`config.mk`:
```
export PLATFORM = sky130hd
export DESIGN_NAME = uart_cfg_ctrl_flat
export DESIGN_NICKNAME = d
export VERILOG_FILES = /design/src/rtl/uart_cfg_ctrl_if.sv /design/src/rtl/uart_cfg_ctrl.sv /design/src/flat_wrapper.sv
export SDC_FILE = /design/constraint.sdc
export NUM_CORES = 1
export LEC_CHECK = 0
export BUFFER_PORTS_ARGS = -buffer_cell sky130_fd_sc_hd__buf_2
export CAP_MARGIN = 10
export CELL_PAD_IN_SITES_DETAIL_PLACEMENT = 1
export CELL_PAD_IN_SITES_GLOBAL_PLACEMENT = 1
export CORE_MARGIN = 4
export CORE_UTILIZATION = 40
export CTS_BUF_LIST = sky130_fd_sc_hd__clkbuf_8
export CTS_CLUSTER_DIAMETER = 40
export DETAILED_ROUTE_END_ITERATION = 10
export PLACE_DENSITY_LB_ADDON = 0.1
export SLEW_MARGIN = 25
export SYNTH_ARGS = -nofsm -noshare
export SYNTH_HDL_FRONTEND = slang
export SYNTH_SLANG_ARGS = --single-unit
```
`constraint.sdc`:
```
create_clock -name clk -period 1.8 [get_ports clk]
set_input_delay 0.09 -clock clk [delete_from_list [all_inputs] [get_ports clk]]
set_output_delay 0.09 -clock clk [all_outputs]
set_load 0.01 [all_outputs]
```
`src/rtl/uart_cfg_ctrl_if.sv`:
```
// Register-write bus between the config sequencer (master) and the register file (slave).
// The master holds req/addr/wdata until the slave returns a one-cycle ack.
interface uart_cfg_ctrl_if #(
  parameter int ADDR_WD    = 8,
  parameter int DATA_BYTES = 2
) ();
  logic                    reg_wr_req;
  logic [ADDR_WD-1:0]      reg_addr;
  logic [8*DATA_BYTES-1:0] reg_wdata;
  logic                    reg_wr_ack;

  modport master (output reg_wr_req, output reg_addr, output reg_wdata, input reg_wr_ack);
  modport slave  (input reg_wr_req, input reg_addr, input reg_wdata, output reg_wr_ack);
endinterface

```
`src/rtl/uart_cfg_ctrl.sv`:
```
// Packet sequencer: SYNC, ADDR, data bytes, XOR checksum -> one register write; all outputs 1 cycle after the causing event.
// Bytes arriving while a write waits for ack are dropped and flagged; there is no upstream backpressure.
module uart_cfg_ctrl #(
  parameter logic [7:0] SYNC_BYTE   = 8'hA5,
  parameter int         ADDR_WD     = 8,
  parameter int         DATA_BYTES  = 2,
  parameter int         TIMEOUT_CYC = 50000
) (
  input  logic                clk,
  input  logic                rst_n,
  input  logic [7:0]          rx_frame,
  input  logic                rx_done,
  input  logic                frame_error,
  uart_cfg_ctrl_if.master     reg_bus,
  output logic                busy,
  output logic                err_chk,
  output logic                err_frame,
  output logic                err_timeout,
  output logic                err_ovr,
  output logic [7:0]          pkt_cnt
);

  localparam int              TO_WD    = (TIMEOUT_CYC > 2) ? $clog2(TIMEOUT_CYC) : 1;
  localparam logic [TO_WD-1:0] TO_LAST = TO_WD'(TIMEOUT_CYC - 1);
  localparam logic [2:0]      LAST_IDX = 3'(DATA_BYTES - 1);

  typedef enum logic [2:0] {
    IDLE,
    ADDR,
    DATA,
    CHK,
    WRITE
  } state_t;

  state_t                  state;
  logic [2:0]              byte_idx;
  logic [7:0]              chk_acc;
  logic [TO_WD-1:0]        to_cnt;
  logic                    wr_req_q;
  logic [ADDR_WD-1:0]      addr_q;
  logic [8*DATA_BYTES-1:0] wdata_q;

  assign reg_bus.reg_wr_req = wr_req_q;
  assign reg_bus.reg_addr   = addr_q;
  assign reg_bus.reg_wdata  = wdata_q;

  always_ff @(posedge clk or negedge rst_n) begin
    if (!rst_n) begin
      state       <= IDLE;
      byte_idx    <= '0;
      chk_acc     <= '0;
      to_cnt      <= '0;
      wr_req_q    <= 1'b0;
      addr_q      <= '0;
      wdata_q     <= '0;
      busy        <= 1'b0;
      err_chk     <= 1'b0;
      err_frame   <= 1'b0;
      err_timeout <= 1'b0;
      err_ovr     <= 1'b0;
      pkt_cnt     <= '0;
    end else begin
      err_chk     <= 1'b0;
      err_frame   <= 1'b0;
      err_timeout <= 1'b0;
      err_ovr     <= 1'b0;

      case (state)
        IDLE: begin
          to_cnt <= '0;
          if (rx_done && !frame_error && rx_frame == SYNC_BYTE) begin
            state <= ADDR;
            busy  <= 1'b1;
          end
        end

        ADDR, DATA, CHK: begin
          if (rx_done) begin
            // A byte in the threshold cycle still counts as on time.
            to_cnt <= '0;
            if (frame_error) begin
              state     <= IDLE;
              busy      <= 1'b0;
              err_frame <= 1'b1;
            end else begin
              case (state)
                ADDR: begin
                  addr_q   <= rx_frame[ADDR_WD-1:0];
                  chk_acc  <= rx_frame;
                  byte_idx <= '0;
                  state    <= DATA;
                end
                DATA: begin
                  wdata_q[8*byte_idx +: 8] <= rx_frame;
                  chk_acc  <= chk_acc ^ rx_frame;
                  byte_idx <= byte_idx + 3'd1;
                  if (byte_idx == LAST_IDX) begin
                    state <= CHK;
                  end
                end
                default: begin
                  if (rx_frame == chk_acc) begin
                    state    <= WRITE;
                    wr_req_q <= 1'b1;
                  end else begin
                    state   <= IDLE;
                    busy    <= 1'b0;
                    err_chk <= 1'b1;
                  end
                end
              endcase
            end
          end else if (to_cnt == TO_LAST) begin
            state       <= IDLE;
            busy        <= 1'b0;
            err_timeout <= 1'b1;
            to_cnt      <= '0;
          end else begin
            to_cnt <= to_cnt + TO_WD'(1);
          end
        end

        WRITE: begin
          // Address and data stay frozen; nothing aborts a pending write except reset.
          to_cnt <= '0;
          if (rx_done) begin
            err_ovr <= 1'b1;
          end
          if (reg_bus.reg_wr_ack) begin
            state    <= IDLE;
            busy     <= 1'b0;
            wr_req_q <= 1'b0;
            pkt_cnt  <= pkt_cnt + 8'd1;
          end
        end

        default: begin
          state    <= IDLE;
          busy     <= 1'b0;
          wr_req_q <= 1'b0;
        end
      endcase
    end
  end

endmodule

```
`src/flat_wrapper.sv`:
```
// flat-port wrapper written by rule: the top's interface ports become plain ports
module uart_cfg_ctrl_flat 
#(
  parameter logic [7:0] SYNC_BYTE   = 8'hA5,
  parameter int         ADDR_WD     = 8,
  parameter int         DATA_BYTES  = 2,
  parameter int         TIMEOUT_CYC = 50000
)
  (clk, rst_n, rx_frame, rx_done, frame_error, busy, err_chk, err_frame, err_timeout, err_ovr, pkt_cnt, reg_bus_reg_wr_req, reg_bus_reg_addr, reg_bus_reg_wdata, reg_bus_reg_wr_ack);
  uart_cfg_ctrl_if #(.ADDR_WD(ADDR_WD), .DATA_BYTES(DATA_BYTES)) reg_bus_i ();
  input  logic clk;
  input  logic rst_n;
  input  logic [7:0] rx_frame;
  input  logic rx_done;
  input  logic frame_error;
  output logic busy;
  output logic err_chk;
  output logic err_frame;
  output logic err_timeout;
  output logic err_ovr;
  output logic [7:0] pkt_cnt;
  output wire logic [$bits(reg_bus_i.reg_wr_req)-1:0] reg_bus_reg_wr_req;
  output wire logic [$bits(reg_bus_i.reg_addr)-1:0] reg_bus_reg_addr;
  output wire logic [$bits(reg_bus_i.reg_wdata)-1:0] reg_bus_reg_wdata;
  input wire logic [$bits(reg_bus_i.reg_wr_ack)-1:0] reg_bus_reg_wr_ack;
  assign reg_bus_reg_wr_req = reg_bus_i.reg_wr_req;
  assign reg_bus_reg_addr = reg_bus_i.reg_addr;
  assign reg_bus_reg_wdata = reg_bus_i.reg_wdata;
  assign reg_bus_i.reg_wr_ack = reg_bus_reg_wr_ack;
  uart_cfg_ctrl #(.SYNC_BYTE(SYNC_BYTE), .ADDR_WD(ADDR_WD), .DATA_BYTES(DATA_BYTES), .TIMEOUT_CYC(TIMEOUT_CYC)) u_core (.clk(clk), .rst_n(rst_n), .rx_frame(rx_frame), .rx_done(rx_done), .frame_error(frame_error), .reg_bus(reg_bus_i), .busy(busy), .err_chk(err_chk), .err_frame(err_frame), .err_timeout(err_timeout), .err_ovr(err_ovr), .pkt_cnt(pkt_cnt));
endmodule
```
==> results by group, run 1 <==
Status
  – Run status: finished, violations left
  – Failing checks: negative setup slack

Yosys
  – Top cells by area, synth: dfrtp_1, mux2_2, xor2_1
  – Synth Net Count: 314
  – Post-Synthesis Mean Instance Area: 11.2 sq um
  – Seq/Total Area, Yosys: 51.6%
  – Share of the synthesized area in the top cell type: 51.6%
  – Top post-synthesis cells by count: dfrtp_1, nand2_1, mux2_2, xor2_1, o21ai_0
  – Cells after synthesis: 295
  – Async SR Flop Fraction: 100%
  – Top_reg_cell synth: dfrtp_1
  – Yosys warnings: 0
  – Post-synth EDFFs: 0
  – Mapped Area: 0.00330 sq mm
  – Synth cell types: 55
  – Leading area contributor after synthesis: dfrtp_1
  – Most frequent cell after synthesis: dfrtp_1
  – #FFs+latches synth: 68

Setup path
  – CP required: 2.03 ns
  – Worst setup EP type: register
  – Crit-path max FO: 4
  – Critical Path AT: 2.06 ns
  – Worst Setup Path Type: register to register
  – CP Launch Type: register

Final layout
  – Layout overhead on the synthesized area: 37.1%
  – Final core utilization: 57.3%
  – Fill cells: 882
  – Finished Cell Area: 0.00452 sq mm
  – Nets@finish: 430
  – Fin cells: 518
  – Ant. Diodes: 0
  – Share of layout cells above drive strength 1: 45.9%

Floorplan
  – Die Ht: 98.8 um
  – Row Count: 32
  – IO Pins: 51
  – Die X: 98.8 um
  – Core Box Area: 0.00789 sq mm
  – Die ar.: 0.00976 sq mm
  – Initial Util: 41.8%

STA
  – Tmin final: 1.83 ns
  – Peak Freq: 547 MHz
  – Final Setup Violations: 2
  – Final hold vios: 0
  – Final WS setup: -0.0282 ns
  – Worst clock skew: 0.00735 ns
  – Slew Limit Fails: 0
  – RSZ-0062 raised after global routing: yes
  – Worst-Margin Slew: 0.463 ns
  – Max-slew headroom: 68.9%
  – Period utilisation layout: 102%
  – WHS: 0.0274 ns

Worst hold path
  – Worst Hold Class: primary input to register

Pwr
  – Total design power: 4.82 mW
  – Clock power frac: 29.9%
  – P_sw: 1.52 mW
  – Worst vdd ir: 0.000584 V
  – Reg power frac: 41.0%
  – Internal power: 3.30 mW
  – Leak pwr: 2.25 nW
  – Gate power share: 29.1%
  – Switch share: 31.6%
  – Power per cell area: 1070 mW/mm^2

Route
  – DRC: 0
  – Via/cell ratio: 5.20
  – ANT nets after route: 0
  – DR WL/cell: 17.5 um
  – DRT Wirelength: 9.05 mm
  – Via count: 2696
  – Detailed Routing Iterations Pass 1: 4
  – DR iter-0 viols: 67

Global routing
  – GRT overflow: 0
  – All-Layer GR Usage: 18.9%
  – Initial antenna violation count: 0
  – Global-route wire length before repair: 14.8 mm
  – Vias in the first global route: 2956
  – Largest net degree at the start of global routing: 69

Clocking
  – H-Tree Depth: 3
  – CTS tree: yes
  – Worst-Skew Late Latency: 0.34 ns
  – Clock-pin slew on the worst setup and hold paths: 0.08 ns
  – Num CTS Buffers: 9
  – Root Buffer: clkbuf_8
  – TritonCTS Sinks: 68
  – Maximum clock path buffer count: 2

Placement
  – DP HPWL: 6.24 mm
  – Placed cells: 492
  – GPL Wtd Cong: 0.824
  – Buffers added on ports: 50
  – Dpl cell area: 0.00405 sq mm

Run
  – Max cap viols: 0
[stage by stage]
| step | setup WS, ns | setup TNS, ns |
|---|---|---|
| global placement | -0.0706 | -0.551 |
| finish | -0.0282 | -0.0325 |
| global route | -0.118 | -1.18 |
| CTS | -0.0214 | -0.0582 |
| detailed placement | -0.0968 | -1.05 |
| floorplan | 0.0107 | 0 |
[what timing repair did]
action	in CTS	in global routing
setup buffers	1	7
hold buffers	1	0
cloned	0	1
endpoints found under the hold margin	68	0
endpoints found under the setup margin	26	36
resized for setup	8	34
pin swaps	4	16
[layer usage]
metal | vias up | wire length, um | GRT usage [%]
met5 | - | 0 | 0
met4 | 0 | 202 | 7.46
met3 | 18 | 380 | 4.74
met2 | 54 | 4400 | 30.9
met1 | 1346 | 4070 | 24.1
li1 | 1278 | - | -
[worst max-delay path, cell delays in order, from the launching register on]
cell,delay (ns)
dfrtp_1,0.38
or3b_4,0.42
nor4_4,0.24
buf_4,0.16
buf_4,0.10
o22a_4,0.14
o311ai_1,0.10
a22o_1,0.18
[path summary, 6_finish.rpt]
check,startpoint,endpoint,slack [ns],cells past startpoint
min,rx_done,u_core.err_frame,0.03,3
max in group asynchronous,rst_n,u_core.byte_idx[0],1.19,3
min reg2reg,u_core.pkt_cnt[7],u_core.pkt_cnt[7],0.48,1
max,u_core.to_cnt[5],u_core.busy,-0.03,7
max reg2reg,u_core.to_cnt[5],u_core.busy,-0.03,7
min in group asynchronous,rst_n,u_core.to_cnt[15],0.30,3
[cell families after synthesis]
logic type / count (synthesis) / synth area share (%)
mux: 29 / 9.79
simple gates: 104 / 18.4
xor+xnor: 24 / 6.37
fa+ha+maj: 6 / 2.28
flops: 68 / 51.6
buf+inv: 21 / 3.19
compound gates: 43 / 8.35
[power groups by stage]
stage / Sequential [mW] / Clock (mW) / Combinational, mW
after floorplan: 2.02 / 0 / 0.667
after global placement: 1.98 / 0 / 1.20
after detailed placement: 1.98 / 0 / 1.24
after CTS: 1.96 / 1.48 / 1.28
after global routing: 2.01 / 1.55 / 1.55
final: 1.97 / 1.44 / 1.40
[flip-flops by register name, indices dropped and copies added (netlist names), 3 cells and up]
name	flops
u_core.byte_idx	3
u_core.state	3
u_core.to_cnt	16
u_core.pkt_cnt	8
u_core.reg_bus.reg_wdata	16
u_core.reg_bus.reg_addr	8
u_core.chk_acc	8
[final cells by class]
| class | count | area (sq um) | share of cell area [%] |
|---|---|---|---|
| clock inverters | 6 | 87.6 | 1.94 |
| multi-input cells | 207 | 1680 | 37.0 |
| flip-flops and latches | 68 | 1700 | 37.7 |
| well taps | 102 | 128 | 2.82 |
| repair buffers | 114 | 749 | 16.6 |
| inverters | 11 | 41.3 | 0.913 |
| clock buffers | 10 | 138 | 3.04 |
[placed cells by master, fill, tap and decap left out, types with 3 or more instances in the layout]
cell type	synthesis	final
a22o_1	5	5
nand2_1	34	33
nor3_1	8	7
and3_1	7	7
a21oi_2	1	5
or3_1	4	3
ha_1	6	3
nand3_1	9	9
clkbuf_8	0	10
buf_2	3	50
buf_4	0	61
nor4_2	0	3
xnor2_1	6	6
o21ai_2	0	3
o21ai_1	5	7
nor2_1	8	6
dfrtp_1	68	66
nand4_1	5	5
mux2i_1	3	3
xor2_1	18	18
a21oi_1	7	3
mux2_2	24	22
inv_1	11	9
inv_2	0	3
o21ai_0	12	7
No activity file was read; power rests on OpenSTA's default activity.
==> run 2: changes to the inputs <==
Settings changed: SETUP_SLACK_MARGIN set to 0.15.
==> run 2 against run 1 <==
The flow still finishes with violations (negative setup slack). Flip-flop and latch count unchanged. Non-clock buffer count shrank 3. Sequential power about the same. Routed wire length is 2.5% higher. Setup slack better by 0.0040 ns. Count of clock-buffer cells in the layout shrank 1. Largest cell class is now multi-input gates. Largest power group unchanged.
==> results by group, run 2 (synthesis gave the netlist of run 1 again) <==
Global routing
  – Initial antenna violation count: 0 (unchanged)
  – All-Layer GR Usage: 19.6% (+0.67 points)
  – GRT overflow: 0 (unchanged)
  – Vias in the first global route: 3010 (+1.8%)
  – Largest net degree at the start of global routing: 69 (unchanged)
  – Global-route wire length before repair: 15.2 mm (+3.0%)

Final layout
  – Most common cell after layout, fill and taps aside: dfrtp_1
  – Commonest cells after routing, fill and taps aside: dfrtp_1, buf_2, buf_4, nand2_1, mux2_2
  – Fin cells: 515 (-0.58%)
  – Nets@finish: 427 (-0.70%)
  – Final core utilization: 59.5% (+2.2 points)
  – Multi-input gate area: 0.00183 sq mm (+9.0%)
  – Ant. Diodes: 0 (unchanged)
  – Finished Cell Area: 0.00470 sq mm (+3.8%)
  – Fill cells: 855 (-3.1%)
  – Layout overhead on the synthesized area: 42.4%
  – Share of layout cells above drive strength 1: 50.8% (+4.9 points)
  – Area occupied by registers: 0.00171 sq mm (about the same)

Worst hold path
  – Hold_sp: frame_error
  – Worst Hold Class: primary input to register

Clocking
  – Maximum clock path buffer count: 2 (unchanged)
  – Worst-Skew Late Latency: 0.34 ns (about the same)
  – TritonCTS Sinks: 68 (unchanged)
  – Clock-pin slew on the worst setup and hold paths: 0.07 ns (about the same)
  – H-Tree Depth: 3 (unchanged)
  – Root Buffer: clkbuf_8
  – Num CTS Buffers: 9 (unchanged)
  – CTS tree: yes

Floorplan
  – Die X: 98.8 um (unchanged)
  – IO Pins: 51 (unchanged)
  – Row Count: 32 (unchanged)
  – Die Ht: 98.8 um (unchanged)
  – Core Box Area: 0.00789 sq mm (unchanged)
  – Die ar.: 0.00976 sq mm (unchanged)
  – Initial Util: 41.8% (unchanged)

Route
  – Met2 WL: 4.72 mm (+7.5%)
  – DRT Wirelength: 9.27 mm (+2.5%)
  – WL met3: 330 um (-13%)
  – Via count: 2677 (-0.70%)
  – Routed metal-1 wirelength: 4.13 mm (+1.3%)
  – ANT nets after route: 0 (unchanged)
  – Detailed Routing Iterations Pass 1: 4 (unchanged)
  – DRC: 0 (unchanged)
  – Top Layer Used: met4
  – Via/cell ratio: 5.20 (-0.13%)
  – DR WL/cell: 18.0 um (+3.0%)
  – DR iter-0 viols: 42 (-37%)

Run
  – Max cap viols: 0 (unchanged)

STA
  – Slew Limit Fails: 0 (unchanged)
  – Peak Freq: 548 MHz (+0.22%)
  – Worst clock skew: 0.00981 ns (+0.00246 ns)
  – Max-slew headroom: 57.9% (-11 points)
  – Period utilisation layout: 101% (-0.22 points)
  – Final Setup Violations: 18 (+16)
  – Tmin final: 1.82 ns (-0.00400 ns)
  – Final hold vios: 0 (unchanged)
  – Final WS setup: -0.0242 ns (+0.00400 ns)
  – Worst-Margin Slew: 0.628 ns (+0.166 ns)
  – RSZ-0062 raised after global routing: yes

Placement
  – Buffers added on ports: 50 (unchanged)
  – Dpl cell area: 0.00405 sq mm (+0.22%)
  – GPL Wtd Cong: 0.801 (-2.8%)
  – DP HPWL: 6.04 mm (-3.2%)
  – Placed cells: 483 (-1.8%)

Pwr
  – Leak pwr: 2.31 nW (+2.7%)
  – Clock power frac: 29.9% (about the same)
  – Reg power frac: 39.2% (-1.8 points)
  – Total design power: 4.99 mW (+3.5%)
  – Power per cell area: 1060 mW/mm^2 (-0.29%)
  – Internal power: 3.47 mW (+5.3%)
  – Gate power share: 30.9% (+1.8 points)
  – Worst vdd ir: 0.000576 V (-1.3%)
  – Switch share: 30.4% (-1.2 points)
  – P_sw: 1.52 mW (-0.32%)

Setup path
  – Worst setup EP type: register
  – Critical-path cell list: or3b_4 > nor3_4 > nand4_4 > mux2_4
  – Worst Setup Path Type: register to register
  – Crit-path max FO: 8 (+4)
  – Max incr delay on CP: 0.41 ns (about the same)
  – Reg-to-reg startpoint: u_core.state[2]
  – CP Launch Type: register
  – Critical-path top delay cell: or3b_4
  – CP required: 2.02 ns (about the same)
  – Critical Path AT: 2.05 ns (about the same)
  – CP Launch Point: u_core.state[2]

Status
  – Run status: finished, violations left
  – Failing checks: negative setup slack
-- run 2: final cells by class --
cell class	count	area share (%)
clock buffer	9	2.64
clock inverter	7	2.29
inverter	11	0.879
multi-input combinational	207	38.9
sequential	68	36.3
tap	102	2.72
timing repair buffer	111	16.3
-- run 2: what timing repair did --
action                                  4_1_cts  5_1_grt
hold endpoints to repair                     68        0
gates cloned                                  1        0
resized for setup                            34       34
setup buffers                                 9        5
endpoints found under the setup margin       45       55
pin swaps                                    15       15
hold buffers                                  1        0
-- run 2: power groups by stage --
| stage | clock network (mW) | logic, mW | registers [mW] |
|---|---|---|---|
| 6_report | 1.49 | 1.54 | 1.96 |
| 5_1_grt | 1.59 | 1.71 | 1.99 |
| 4_1_cts | 1.53 | 1.43 | 1.96 |
| 3_5_place_dp | 0 | 1.29 | 1.98 |
| 3_3_place_gp | 0 | 1.26 | 1.97 |
| 2_1_floorplan | 0 | 0.733 | 2.04 |
-- run 2: final timing paths --
check                      slack (ns)                           to  cells after the start
max in group asynchronous        1.18              u_core.state[1]                      3
max                             -0.02  u_core.reg_bus.reg_wdata[8]                      4
max reg2reg                     -0.02  u_core.reg_bus.reg_wdata[8]                      4
min                              0.06             u_core.err_frame                      3
min in group asynchronous        0.31                  u_core.busy                      3
min reg2reg                      0.48            u_core.pkt_cnt[7]                      1
-- run 2: metrics by stage --
step           setup slack, ns  TNS, ns  hold WS [ns]
6_report               -0.0242   -0.194        0.0623
5_1_grt                -0.0937    -1.94        0.0696
4_1_cts               0.000290        0       0.00819
3_5_place_dp            -0.126   -0.676         0.149
3_3_place_gp           -0.0968   -0.104         0.147
2_1_floorplan           0.0416        0        -0.206
-- run 2: per-layer routing --
metal	track usage, %	vias up
met3	4.10	7
met4	6.09	0
met2	33.5	47
li1	-	1263
met1	24.8	1360
met5	0	-
-- run 2: worst max-delay path: cells and delay by family (launching register included) --
family / cells / cell delay (ns)
multiplexers: 1 / 0.36
flip-flops: 1 / 0.39
AND/OR/NAND/NOR: 3 / 0.96
